`config.mk`:
```
export PLATFORM = sky130hd
export DESIGN_NAME = wfq_finish_tag
export DESIGN_NICKNAME = d
export VERILOG_FILES = /design/src/rtl/wfq_finish_tag.sv
export SDC_FILE = /design/constraint.sdc
export NUM_CORES = 1
export LEC_CHECK = 0
export BUFFER_PORTS_ARGS = -buffer_cell sky130_fd_sc_hd__buf_2
export CAP_MARGIN = 20
export CORE_MARGIN = 4
export CORE_UTILIZATION = 40
export DETAILED_ROUTE_END_ITERATION = 8
export PLACE_DENSITY_LB_ADDON = 0.12
export REMOVE_ABC_BUFFERS = 1
export SLEW_MARGIN = 10
export SYNTH_ARGS = -nofsm -noshare
export SYNTH_HDL_FRONTEND = slang
export SYNTH_SLANG_ARGS = --single-unit
```
`constraint.sdc`:
```
create_clock -name clk -period 16.8 [get_ports clk]
set_input_delay 3.36 -clock clk [delete_from_list [all_inputs] [get_ports clk]]
set_output_delay 3.36 -clock clk [all_outputs]
set_load 0.01 [all_outputs]
```
`src/rtl/wfq_finish_tag.sv`:
```
// wfq_finish_tag: per-flow WFQ finish-tag stage.
//   F = max(vtime, F_last[flow]) + floor(pkt_len * 2^16 / weight), saturating.
// The quotient comes from a 16-step restoring divider, so every packet has
// the same latency from start to done.
// Optional build macro WFQ_FLOW_CLEAR_EN adds flow_clr/clr_id, which zero a
// single table entry.
//
// state | meaning
// IDLE  | waiting for start; operands are latched when start is seen
// DIV   | one restoring-divide step per clock, DW steps in total
// ADD   | max + add + saturate, write the table, present the result
module wfq_finish_tag #(
  parameter int NUM_FLOWS = 8,
  parameter int FLOW_W    = 3,
  parameter int DW        = 16
) (
  input  logic              clk,
  input  logic              rst,
  input  logic              start,
  input  logic [FLOW_W-1:0] flow_id,
  input  logic [DW-1:0]     pkt_len,
  input  logic [DW-1:0]     weight,
  input  logic [DW-1:0]     vtime,
`ifdef WFQ_FLOW_CLEAR_EN
  input  logic              flow_clr,
  input  logic [FLOW_W-1:0] clr_id,
`endif
  output logic              busy,
  output logic              done,
  output logic [DW-1:0]     finish_tag,
  output logic [FLOW_W-1:0] finish_flow
);

  localparam int CW = $clog2(DW);
  localparam logic [DW-1:0] SAT = '1;

  typedef enum logic [1:0] {IDLE, DIV, ADD} state_t;

  state_t            state_q, state_d;
  logic [FLOW_W-1:0] flow_q, flow_d;
  logic [DW-1:0]     vt_q, vt_d;
  logic [DW-1:0]     w_q, w_d;
  logic [DW:0]       rem_q, rem_d;
  logic [DW-1:0]     quo_q, quo_d;
  logic [CW-1:0]     cnt_q, cnt_d;
  logic              ovf_q, ovf_d;
  logic              busy_q, busy_d;
  logic              done_q, done_d;
  logic [DW-1:0]     tag_q, tag_d;
  logic [FLOW_W-1:0] fflow_q, fflow_d;
  logic              tbl_we;
  logic [DW-1:0]     tbl_q [NUM_FLOWS];

  // The working remainder stays below weight while not in overflow, so the
  // shifted value always fits in DW+1 bits.
  logic [DW:0]   rem_sh;
  logic          rem_ge;
  logic [DW-1:0] f_last;
  logic [DW-1:0] base;
  logic [DW-1:0] q_eff;
  logic [DW:0]   sum;
  logic [DW-1:0] f_sat;

  assign rem_sh = {rem_q[DW-1:0], 1'b0};
  assign rem_ge = (rem_sh >= {1'b0, w_q});
  assign f_last = tbl_q[flow_q];
  assign base   = (vt_q > f_last) ? vt_q : f_last;
  assign q_eff  = ovf_q ? SAT : quo_q;
  assign sum    = {1'b0, base} + {1'b0, q_eff};
  assign f_sat  = ((base == SAT) || sum[DW]) ? SAT : sum[DW-1:0];

  // Next-state, datapath and output decode.
  always_comb begin
    state_d = state_q;
    flow_d  = flow_q;
    vt_d    = vt_q;
    w_d     = w_q;
    rem_d   = rem_q;
    quo_d   = quo_q;
    cnt_d   = cnt_q;
    ovf_d   = ovf_q;
    busy_d  = busy_q;
    done_d  = 1'b0;
    tag_d   = tag_q;
    fflow_d = fflow_q;
    tbl_we  = 1'b0;
    case (state_q)
      IDLE: begin
        if (start) begin
          flow_d  = flow_id;
          vt_d    = vtime;
          w_d     = weight;
          rem_d   = {1'b0, pkt_len};
          quo_d   = '0;
          cnt_d   = CW'(DW - 1);
          ovf_d   = (weight == '0) || (pkt_len >= weight);
          busy_d  = 1'b1;
          state_d = DIV;
        end
      end
      DIV: begin
        if (rem_ge) begin
          rem_d = rem_sh - {1'b0, w_q};
          quo_d = {quo_q[DW-2:0], 1'b1};
        end else begin
          rem_d = rem_sh;
          quo_d = {quo_q[DW-2:0], 1'b0};
        end
        cnt_d = cnt_q - 1'b1;
        if (cnt_q == '0) state_d = ADD;
      end
      ADD: begin
        tag_d   = f_sat;
        fflow_d = flow_q;
        tbl_we  = 1'b1;
        done_d  = 1'b1;
        busy_d  = 1'b0;
        state_d = IDLE;
      end
      default: begin
        busy_d  = 1'b0;
        state_d = IDLE;
      end
    endcase
  end

  // State and datapath registers.
  always_ff @(posedge clk) begin
    if (rst) begin
      state_q <= IDLE;
      flow_q  <= '0;
      vt_q    <= '0;
      w_q     <= '0;
      rem_q   <= '0;
      quo_q   <= '0;
      cnt_q   <= '0;
      ovf_q   <= 1'b0;
      busy_q  <= 1'b0;
      done_q  <= 1'b0;
      tag_q   <= '0;
      fflow_q <= '0;
    end else begin
      state_q <= state_d;
      flow_q  <= flow_d;
      vt_q    <= vt_d;
      w_q     <= w_d;
      rem_q   <= rem_d;
      quo_q   <= quo_d;
      cnt_q   <= cnt_d;
      ovf_q   <= ovf_d;
      busy_q  <= busy_d;
      done_q  <= done_d;
      tag_q   <= tag_d;
      fflow_q <= fflow_d;
    end
  end

  // Last-finish-tag table; the ADD write is placed last so it overrides a
  // same-cycle clear of the same flow.
  always_ff @(posedge clk) begin
    if (rst) begin
      for (int i = 0; i < NUM_FLOWS; i++) tbl_q[i] <= '0;
    end else begin
`ifdef WFQ_FLOW_CLEAR_EN
      if (flow_clr) tbl_q[clr_id] <= '0;
`endif
      if (tbl_we) tbl_q[flow_q] <= f_sat;
    end
  end

  assign busy        = busy_q;
  assign done        = done_q;
  assign finish_tag  = tag_q;
  assign finish_flow = fflow_q;

endmodule

```
==> impl_summary.md, run 1 <==
Detailed routing
In the final routed layout, each cell accounts on average for 19.92 microns. The count of vias placed by the detailed router is just over 9000. The final routed wirelength across all metal layers is 32.53 mm. The routed design uses roughly 15 mm of met2 wire.

The length of routed wiring on met1 is 15.45 mm. The count of nets left with antenna violations once routing finished came out at 0. The first-pass detailed-route iteration total is 5.

In the routed design, unresolved DRC markers number 0. In the detailed route, the total length drawn on met3 is 1.548 mm. The highest metal layer used by the detailed router is met4.

The via-per-instance ratio is 5.551. The starting DRC count in detailed routing is 615.

Timing
Based on the critical path, the design can be clocked at up to 0.1272 GHz. On the final layout, the worst clock skew is between 0.015 and 0.02 ns. The number of pins exceeding their max-slew limit in the final report is 0. Of the available clock period, the critical path in the final layout requires 0.4678.

The smallest clock period supported by the final layout is computed as 7.859 ns. At the pin with the least slew margin, the transition time is 1.091 ns. Summed over all failing endpoints, the final setup total negative slack is 0 ns. Measured against its own limit, the worst slew margin works out to 0.2725. Setup repair after global routing left no endpoint under its margin. The final count of hold timing violations is 0. Setup violations remaining at the end of the flow were counted as 0.

CTS
The count of buffers added by post-CTS timing repair for setup is 0. The number of buffers on the longest clock path is 3. The total of hold buffers inserted after clock tree synthesis is 0. The total of cells resized after clock tree synthesis is 0.

Counting every sink on the clock net gives 226. The clock reaches the later pin of the worst-skew pair after 0.53 ns. The buffer type at the clock tree root is sky130_fd_sc_hd__clkbuf_16. The maximum level of the CTS H-tree is 1. Clock-pin slew was measured on the worst setup and hold paths at 0.06 ns. The number of clock buffers inserted by TritonCTS is 26. The CTS tree is done.

Worst setup path
The element type at the critical path start is a register. The endpoint of the lowest-slack register-to-register path is tbl_q[0][9]. The peak fanout along the critical path is 43. The arrival time of data at the critical path endpoint is 8.11 ns. The end of the critical path is tbl_q[0][9].

STA classifies the critical path endpoint as a register. The number of cells traversed by the worst register-to-register path is 24. In this run the register-to-register setup slack is 8.94 ns. The setup path with the least slack is of type reg2reg. The required time of the worst setup path is between 15 and 20 ns.

Yosys
The number of distinct standard cells referenced by the synthesized netlist is 69. The part of the Yosys area used for sequential elements is 0.4796. For this run, the number of Yosys warnings is 0. In this run, synthesis inferred 128 flip-flops with an integrated enable.

Counting flops with an async set or reset pin after synthesis yields a share of 0. The cell area after synthesis is between 0.01 and 0.015 sq mm. Averaged over all synthesized cells, the footprint is 10.39 sq um. The dominant register cell in the synthesized netlist is sky130_fd_sc_hd__edfxtp_1.

The cell count after synthesis came out at about 1200. The flip-flop and latch count after synthesis is 226.

Power
Summing internal, switching and leakage power gives 1649 uW. The leakage power total is 0.005385 uW. VDD sags by at most 0.00007241 V. Power spread over the standard cell area amounts to between 100 and 150 mW/mm^2.

Global routing
The via count of the first global-routing pass came to 8971. The number of antenna violations at the first check in global routing was 0. The first global-routing pass estimated 50.86 mm of wire. The largest net degree at the start of global routing is 55. The total track usage is 0.1928. Global routing finished with a remaining overflow of 0.

Final layout
The combined flip-flop and latch cell area is 0.005807 sq mm. The number of nets in the layout is 1344. From synthesis to final layout, the design area changed by 13.44%. The total inserted antenna cells is 0.

At the end of the flow the core is filled with cells to 0.4620. In the final layout, the multi-input gates occupy roughly 0.0058 sq mm. The count of non-filler cells in the finished layout is roughly 1600. The fraction of final layout cells with drive strength greater than 1 is 0.1730. The layout filler cell count is 2832.

Run status
The run finished with clean final reports.

Hold path
The path class of the tightest hold or removal check is reg2reg.

Job
Max-cap violations in this run came to 0.

Die
From left edge to right edge, the die measures 182.0 microns. The core box area is 0.02972 sq mm. The die area is roughly 0.033 sq mm. The row count is 63. Measured along the y axis, the die boundary spans 182.0 microns. The effective utilization at floorplan is 0.4073. The I/O pin count is 75.

Place
The routability-driven placement congestion ratio is roughly 0.83. The number of placed cells counting well taps is roughly 1600. The number of input and output port buffers inserted is 74.

The estimated wirelength of the detail-placed design is 22.56 mm.
[cells by family (layout without fill, tap and decap cells)]
logic type | count (synthesis) | count (layout) | share of synthesized area
muxes | 72 | 72 | 0.09500
and+or+nand+nor | 390 | 390 | 0.1513
buffers and inverters | 126 | 204 | 0.04497
DFF | 226 | 226 | 0.4796
xor gates and xnor gates | 18 | 18 | 0.01303
AOI/OAI and AO/OA | 266 | 266 | 0.1455
adders and majority gates | 67 | 67 | 0.07050
[synth_stat cells, types with 5 or more instances]
| cell type | number | share of area |
|---|---|---|
| sky130_fd_sc_hd__edfxtp_1 | 128 | 0.32 |
| sky130_fd_sc_hd__nor2_1 | 128 | 0.040 |
| sky130_fd_sc_hd__nand2_1 | 126 | 0.039 |
| sky130_fd_sc_hd__a21oi_1 | 125 | 0.052 |
| sky130_fd_sc_hd__dfxtp_1 | 98 | 0.16 |
| sky130_fd_sc_hd__ha_1 | 65 | 0.067 |
| sky130_fd_sc_hd__inv_1 | 60 | 0.019 |
| sky130_fd_sc_hd__clkbuf_1 | 40 | 0.012 |
| sky130_fd_sc_hd__mux2i_1 | 35 | 0.029 |
| sky130_fd_sc_hd__mux4_2 | 32 | 0.060 |
| sky130_fd_sc_hd__o21ai_0 | 19 | 0.0079 |
| sky130_fd_sc_hd__nand3_1 | 18 | 0.0074 |
| sky130_fd_sc_hd__nand4_1 | 18 | 0.0093 |
| sky130_fd_sc_hd__a211oi_1 | 17 | 0.011 |
| sky130_fd_sc_hd__nand2b_1 | 17 | 0.0088 |
| sky130_fd_sc_hd__nor2b_1 | 17 | 0.0088 |
| sky130_fd_sc_hd__or2_2 | 17 | 0.0088 |
| sky130_fd_sc_hd__a21o_1 | 15 | 0.0093 |
| sky130_fd_sc_hd__a22o_1 | 15 | 0.011 |
| sky130_fd_sc_hd__nor3_1 | 15 | 0.0062 |
| sky130_fd_sc_hd__a31oi_1 | 10 | 0.0052 |
| sky130_fd_sc_hd__nor4_1 | 10 | 0.0052 |
| sky130_fd_sc_hd__buf_4 | 9 | 0.0056 |
| sky130_fd_sc_hd__xnor2_1 | 9 | 0.0065 |
| sky130_fd_sc_hd__xor2_1 | 9 | 0.0065 |
| sky130_fd_sc_hd__a311oi_1 | 8 | 0.0058 |
| sky130_fd_sc_hd__o21a_1 | 8 | 0.0050 |
| sky130_fd_sc_hd__buf_1 | 7 | 0.0022 |
| sky130_fd_sc_hd__a31o_2 | 6 | 0.0043 |
| sky130_fd_sc_hd__buf_2 | 6 | 0.0025 |
| sky130_fd_sc_hd__o311a_1 | 5 | 0.0041 |
| sky130_fd_sc_hd__or3_1 | 5 | 0.0026 |
[cells in the final DEF (no fill, tap or decap), drive strengths merged, types with 20 or more instances in the layout]
cell type,Yosys,layout
mux2i,37,37
nand2,126,126
edfxtp,128,128
o21ai,20,20
dfxtp,98,98
buf,26,95
mux4,32,32
a21oi,126,126
nor2,128,128
ha,65,65
inv,60,60
clkbuf,40,38
[worst min-delay path by stage]
stage,to,from,depth (start not counted)
final,finish_flow[2],finish_flow[2],2
after global routing,w_q[15],w_q[15],2
after CTS,finish_flow[2],finish_flow[2],2
after detailed placement,finish_flow[2],finish_flow[2],2
after global placement,finish_flow[2],finish_flow[2],2
after floorplan,w_q[10],w_q[10],2
[flip-flops by register name (all words and copies together), names as in the netlist, 3 cells and up, named ones only]
register and flops:
rem_q 16, cnt_q 4, finish_tag 16, finish_flow 3, w_q 16, quo_q 16, tbl_q 128, vt_q 16
flow_q 3
[report_power, final]
group          total [uW]  switching (uW)  internal (uW)  leakage, uW
clock                 589             227            361     0.000441
sequential            631            19.0            612      0.00212
combinational         429             272            157      0.00282
[layout make-up]
| cell class | count | share of cell area |
|---|---|---|
| clock buffers | 38 | 0.05586 |
| flip-flops and latches | 226 | 0.4229 |
| inverters | 60 | 0.01640 |
| clock inverters | 10 | 0.009204 |
| repair buffers | 96 | 0.03955 |
| multi-input cells | 813 | 0.4205 |
| well taps | 390 | 0.03554 |
[routing by layer]
metal  track usage  vias to the layer above
li1              -                     4376
met1        0.2783                     4467
met2        0.3125                      192
met3       0.02784                       29
met4       0.03723                        0
met5             0                        -
[critical path, stage by stage, from the launching register on]
cell	delay [ns]
sky130_fd_sc_hd__dfxtp_2	0.31
sky130_fd_sc_hd__buf_4	0.52
sky130_fd_sc_hd__mux4_2	0.60
sky130_fd_sc_hd__mux2i_1	0.35
sky130_fd_sc_hd__ha_1	0.34
sky130_fd_sc_hd__a21oi_1	0.15
sky130_fd_sc_hd__o21ai_0	0.10
sky130_fd_sc_hd__a221o_1	0.35
sky130_fd_sc_hd__a211oi_1	0.46
sky130_fd_sc_hd__nor2_1	0.11
sky130_fd_sc_hd__buf_4	0.25
sky130_fd_sc_hd__nor2_1	0.14
sky130_fd_sc_hd__a21oi_1	0.06
sky130_fd_sc_hd__ha_1	0.23
sky130_fd_sc_hd__inv_1	0.07
sky130_fd_sc_hd__fa_1	0.20
sky130_fd_sc_hd__nor2b_1	0.08
sky130_fd_sc_hd__o31ai_2	0.35
sky130_fd_sc_hd__a21oi_2	0.16
sky130_fd_sc_hd__o311ai_2	0.42
sky130_fd_sc_hd__o21ai_1	0.34
sky130_fd_sc_hd__nor3_4	0.71
sky130_fd_sc_hd__buf_4	0.54
sky130_fd_sc_hd__nor2b_1	0.60
sky130_fd_sc_hd__nor2_1	0.08
[stage by stage]
stage	worst slack (ns)	cell area, sq um	hold WS [ns]
5_1_grt	8.362	13730	0.4753
3_5_place_dp	9.009	12820	0.4451
4_1_cts	9.001	13710	0.4532
3_3_place_gp	9.219	12820	0.4422
2_1_floorplan	8.752	11790	0.4303
6_report	8.941	13730	0.4522
No activity file was read; power rests on OpenSTA's default activity.
==> run 2, diff against run 1 <==
Settings changed: ABC_AREA set to 1.
Clock period 16.8 ns to 8.05 ns, I/O delays scaled along.
==> impl_summary.md, run 2 <==
Run status
Status: finished clean (unchanged).

Yosys
The warning count from the yosys run came to 0 (unchanged). The part of the Yosys area used for sequential elements was 0.4552 (was 0.4796). The synthesized area per cell was 7.992 sq um (was 10.39 sq um). The number of flops mapped to enable cells by yosys is 128 (unchanged). Leading cell types by total area after synthesis: sky130_fd_sc_hd__edfxtp_1 (30%), sky130_fd_sc_hd__dfxtp_1 (15%), sky130_fd_sc_hd__nand2_1 (8.5%) (was sky130_fd_sc_hd__edfxtp_1 (32%), sky130_fd_sc_hd__dfxtp_1 (16%), sky130_fd_sc_hd__ha_1 (6.7%)). The flip-flop and latch count after synthesis is 226 (unchanged). The number of distinct standard cells referenced by the synthesized netlist is 44 (was 69). The area fraction of the dominant cell type after synthesis is 0.3014 (was 0.3176). The most instantiated library cell after synthesis is sky130_fd_sc_hd__nand2_1. The share of synthesized flip-flops with an asynchronous set or reset is 0 (unchanged).

The gate count of the mapped netlist was 1596 (was 1165). The cell area after synthesis is 0.01275 sq mm (was 0.01210 sq mm). The dominant cell type by area after synthesis is sky130_fd_sc_hd__edfxtp_1 (unchanged). The dominant register cell in the synthesized netlist is sky130_fd_sc_hd__edfxtp_1 (unchanged). List of most frequent post-synthesis cells: sky130_fd_sc_hd__nand2_1 (288), sky130_fd_sc_hd__inv_1 (261), sky130_fd_sc_hd__nor2_1 (205) (was sky130_fd_sc_hd__edfxtp_1 (128), sky130_fd_sc_hd__nor2_1 (128), sky130_fd_sc_hd__nand2_1 (126)).

Worst setup path
The highest-delay cell along the critical path is sky130_fd_sc_hd__dfxtp_2 (was sky130_fd_sc_hd__nor3_4). The element type at the critical path start is a register (unchanged). The classification of the worst setup path is reg2reg (unchanged). The peak fanout along the critical path is 50 (was 43).

The arrival time of data at the critical path endpoint is 6.33 ns (was 8.11 ns). The cell with the most instances on the worst path is sky130_fd_sc_hd__nand2_1. The required time of the worst setup path was 8.32 ns (was 17.05 ns).

The stage delay of the slowest cell on the critical path is 0.53 ns (was 0.71 ns). The kind of capture point of the worst setup path is a register (unchanged).

CTS
The total of cells resized after clock tree synthesis is 0 (unchanged). The number of buffers on the longest clock path is 3 (unchanged). The maximum level of the CTS H-tree is 1 (unchanged). The CTS clock-pin slew for the worst setup and hold paths is 0.06 ns (about the same). The count of buffers added by post-CTS timing repair for setup was 0 (unchanged).

The buffer type at the clock tree root is sky130_fd_sc_hd__clkbuf_16 (unchanged). The TritonCTS sink count came to 226 (unchanged). The number of clock buffers inserted by TritonCTS is 26 (unchanged). The total of hold buffers inserted after clock tree synthesis is 0 (unchanged). The CTS tree is done (unchanged).

The clock network latency to the later pin of the worst-skew pair is 0.53 ns (about the same).

Timing
The number of setup violations in the final report is 0 (unchanged). Unrepaired setup endpoints after global routing: false (unchanged). The actual transition at the worst max-transition pin came to 1.052 ns (was 1.091 ns). The final period utilization is 0.7524 (was 0.4678). The aggregate negative setup slack is 0 ns (unchanged). The clock skew after layout was 0.02323 ns (was 0.01682 ns). The final count of hold timing violations came to 0 (unchanged). The minimum period implied by the final worst setup slack is 6.057 ns (was 7.859 ns). The number of pins exceeding their max-slew limit in the final report came to 0 (unchanged). The final hold slack is 0.4654 ns (was 0.4522 ns). The maximum clock frequency was 0.1651 GHz (was 0.1272 GHz). The max-slew headroom at the worst pin was 0.2979 (was 0.2725).

Detailed routing
The number of design rule violations left after detail routing is 0 (unchanged). The count of vias placed by the detailed router is 10380 (was 9064). The first-pass detailed-route iteration total is 5 (unchanged). The average routed wire per standard cell is 17.00 microns (was 19.92 microns). The via-per-instance ratio is 5.030 (was 5.551). The final routed wirelength across all metal layers is 35.10 mm (was 32.53 mm).

The starting DRC count in detailed routing came to 706 (was 615). The number of nets with antenna violations after detailed routing was 0 (unchanged).

Global routing
The global-route congestion overflow total was 0 (unchanged). The total track usage is 0.1972 (was 0.1928). The largest net degree at the start of global routing is 70 (was 55). The via count of the first global-routing pass is 9956 (was 8971). The number of antenna violations at the first check in global routing is 0 (unchanged). The global-route wire length before repair is 55.76 mm (was 50.86 mm).

Final layout
The layout overhead on the synthesized area is 11.87% (was 13.44%). The combined flip-flop and latch cell area is 0.005809 sq mm (was 0.005807 sq mm). The total inserted antenna cells is 0 (unchanged). The number of nets in the layout is 1763 (was 1344). Leaving out fill and tap cells, the most frequent cell in the layout is sky130_fd_sc_hd__nand2_1. The count of non-filler cells in the finished layout is 2064 (was 1633). The area used by multi-input combinational logic is 0.005665 sq mm (was 0.005774 sq mm). The layout filler cell count is 3154 (was 2832). The top register by number of flip-flops is tbl_q (unchanged). Leading cell types in the layout, fill and taps excluded: sky130_fd_sc_hd__nand2_1 (287), sky130_fd_sc_hd__inv_1 (261), sky130_fd_sc_hd__nor2_1 (202), sky130_fd_sc_hd__o21ai_0 (136), sky130_fd_sc_hd__edfxtp_1 (128) (was sky130_fd_sc_hd__nor2_1 (128), sky130_fd_sc_hd__edfxtp_1 (128), sky130_fd_sc_hd__nand2_1 (125), sky130_fd_sc_hd__a21oi_1 (124), sky130_fd_sc_hd__dfxtp_1 (97)). The number of flip-flops under the largest register name came to 128 (unchanged). The fraction of final layout cells with drive strength greater than 1 was 0.1065 (was 0.1730).

The post-route cell area is 0.01427 sq mm (was 0.01373 sq mm).

Hold path
The class of the most critical hold timing path is reg2reg (unchanged).

Power
The power per unit of standard cell area is 254.0 mW/mm^2 (was 120.1 mW/mm^2). The sum of internal, switching and leakage power is 3624 uW (was 1649 uW). The highest ir drop seen on vdd was 0.0001732 V (was 0.00007241 V). The leakage power total is 0.007135 uW (was 0.005385 uW).

Job
The max-cap check violation count is 0 (unchanged).

Place
The routability-driven placement congestion ratio was 0.8689 (was 0.8269). The number of input and output port buffers inserted came to 74 (unchanged). The instance area after placement is 0.01347 sq mm (was 0.01282 sq mm). The number of placed cells counting well taps was 2016 (was 1584). The estimated wirelength of the detail-placed design is 23.49 mm (was 22.56 mm).

Die
The core box area came to 0.03147 sq mm (was 0.02972 sq mm). The width of the chip is 186.6 microns (was 182.0 microns). The die height came to 186.6 microns (was 182.0 microns). The I/O pin count is 75 (unchanged).

The row count is 65 (was 63). The effective utilization at floorplan is 0.4052 (was 0.4073). The die area was 0.03481 sq mm (was 0.03311 sq mm).
run 2: cell count changes in the layout (fill, tap and decap cells not counted), sizes merged, moves of 15 or more:
cell,delta
a211oi,-15
a21oi,-39
a22o,-15
inv,+202
mux2i,-37
mux4,-32
nand2,+166
nand2b,-17
nand3,+19
nor2,+79
nor2b,-17
o211ai,+20
o21ai,+167
run 2: power by group:
part           leakage (uW)  internal, uW  switching [uW]
Clock              0.000397           654             467
Sequential          0.00213          1280            48.3
Combinational       0.00461           371             800
run 2: kinds of logic after synthesis:
kind of cell | share of synthesized area
AND/OR/NAND/NOR | 0.2111
buffers and inverters | 0.1054
AO/OA/AOI/OAI | 0.1422
flip-flops | 0.4552
adder cells (fa/ha/maj) | 0.06690
XOR/XNOR | 0.01923
run 2: worst paths after layout:
path	start	to	slack (ns)	cells past startpoint
worst min register to register	busy	busy	0.47	2
worst max-delay path	register	tbl_q[4][0]	1.99	26
worst min-delay path	busy	busy	0.47	2
worst max register to register	register	tbl_q[4][0]	1.99	26
run 2: critical path, delay by kind of cell (launching register included):
family | cells | cell delay (ns)
AO/OA/AOI/OAI | 6 | 1.41
adder cells (fa/ha/maj) | 3 | 0.77
buffers and inverters | 5 | 1.17
flip-flops | 1 | 0.53
AND/OR/NAND/NOR | 12 | 1.91
run 2: stage by stage:
step	worst slack, ns	util
after floorplan	0.5392	-
after global placement	2.091	0.4279
after detailed placement	2.010	0.4279
after CTS	1.985	0.4533
after global routing	1.358	0.4533
final	1.993	0.4533
run 2: final cells by class:
cell class,instances,share of cell area
Clock buffer,37,0.05068
Clock inverter,11,0.005349
Inverter,262,0.06910
Multi-Input combinational cell,1034,0.3971
Tap cell,402,0.03525
Timing Repair Buffer,92,0.03543
Sequential cell,226,0.4071
run 2: routing by layer:
metal	GRT usage	share of wire	vias up
li1	-	-	5316
met1	0.2834	0.48	4803
met2	0.3206	0.46	214
met3	0.02432	0.038	48
met4	0.04579	0.022	0
met5	0	0	-
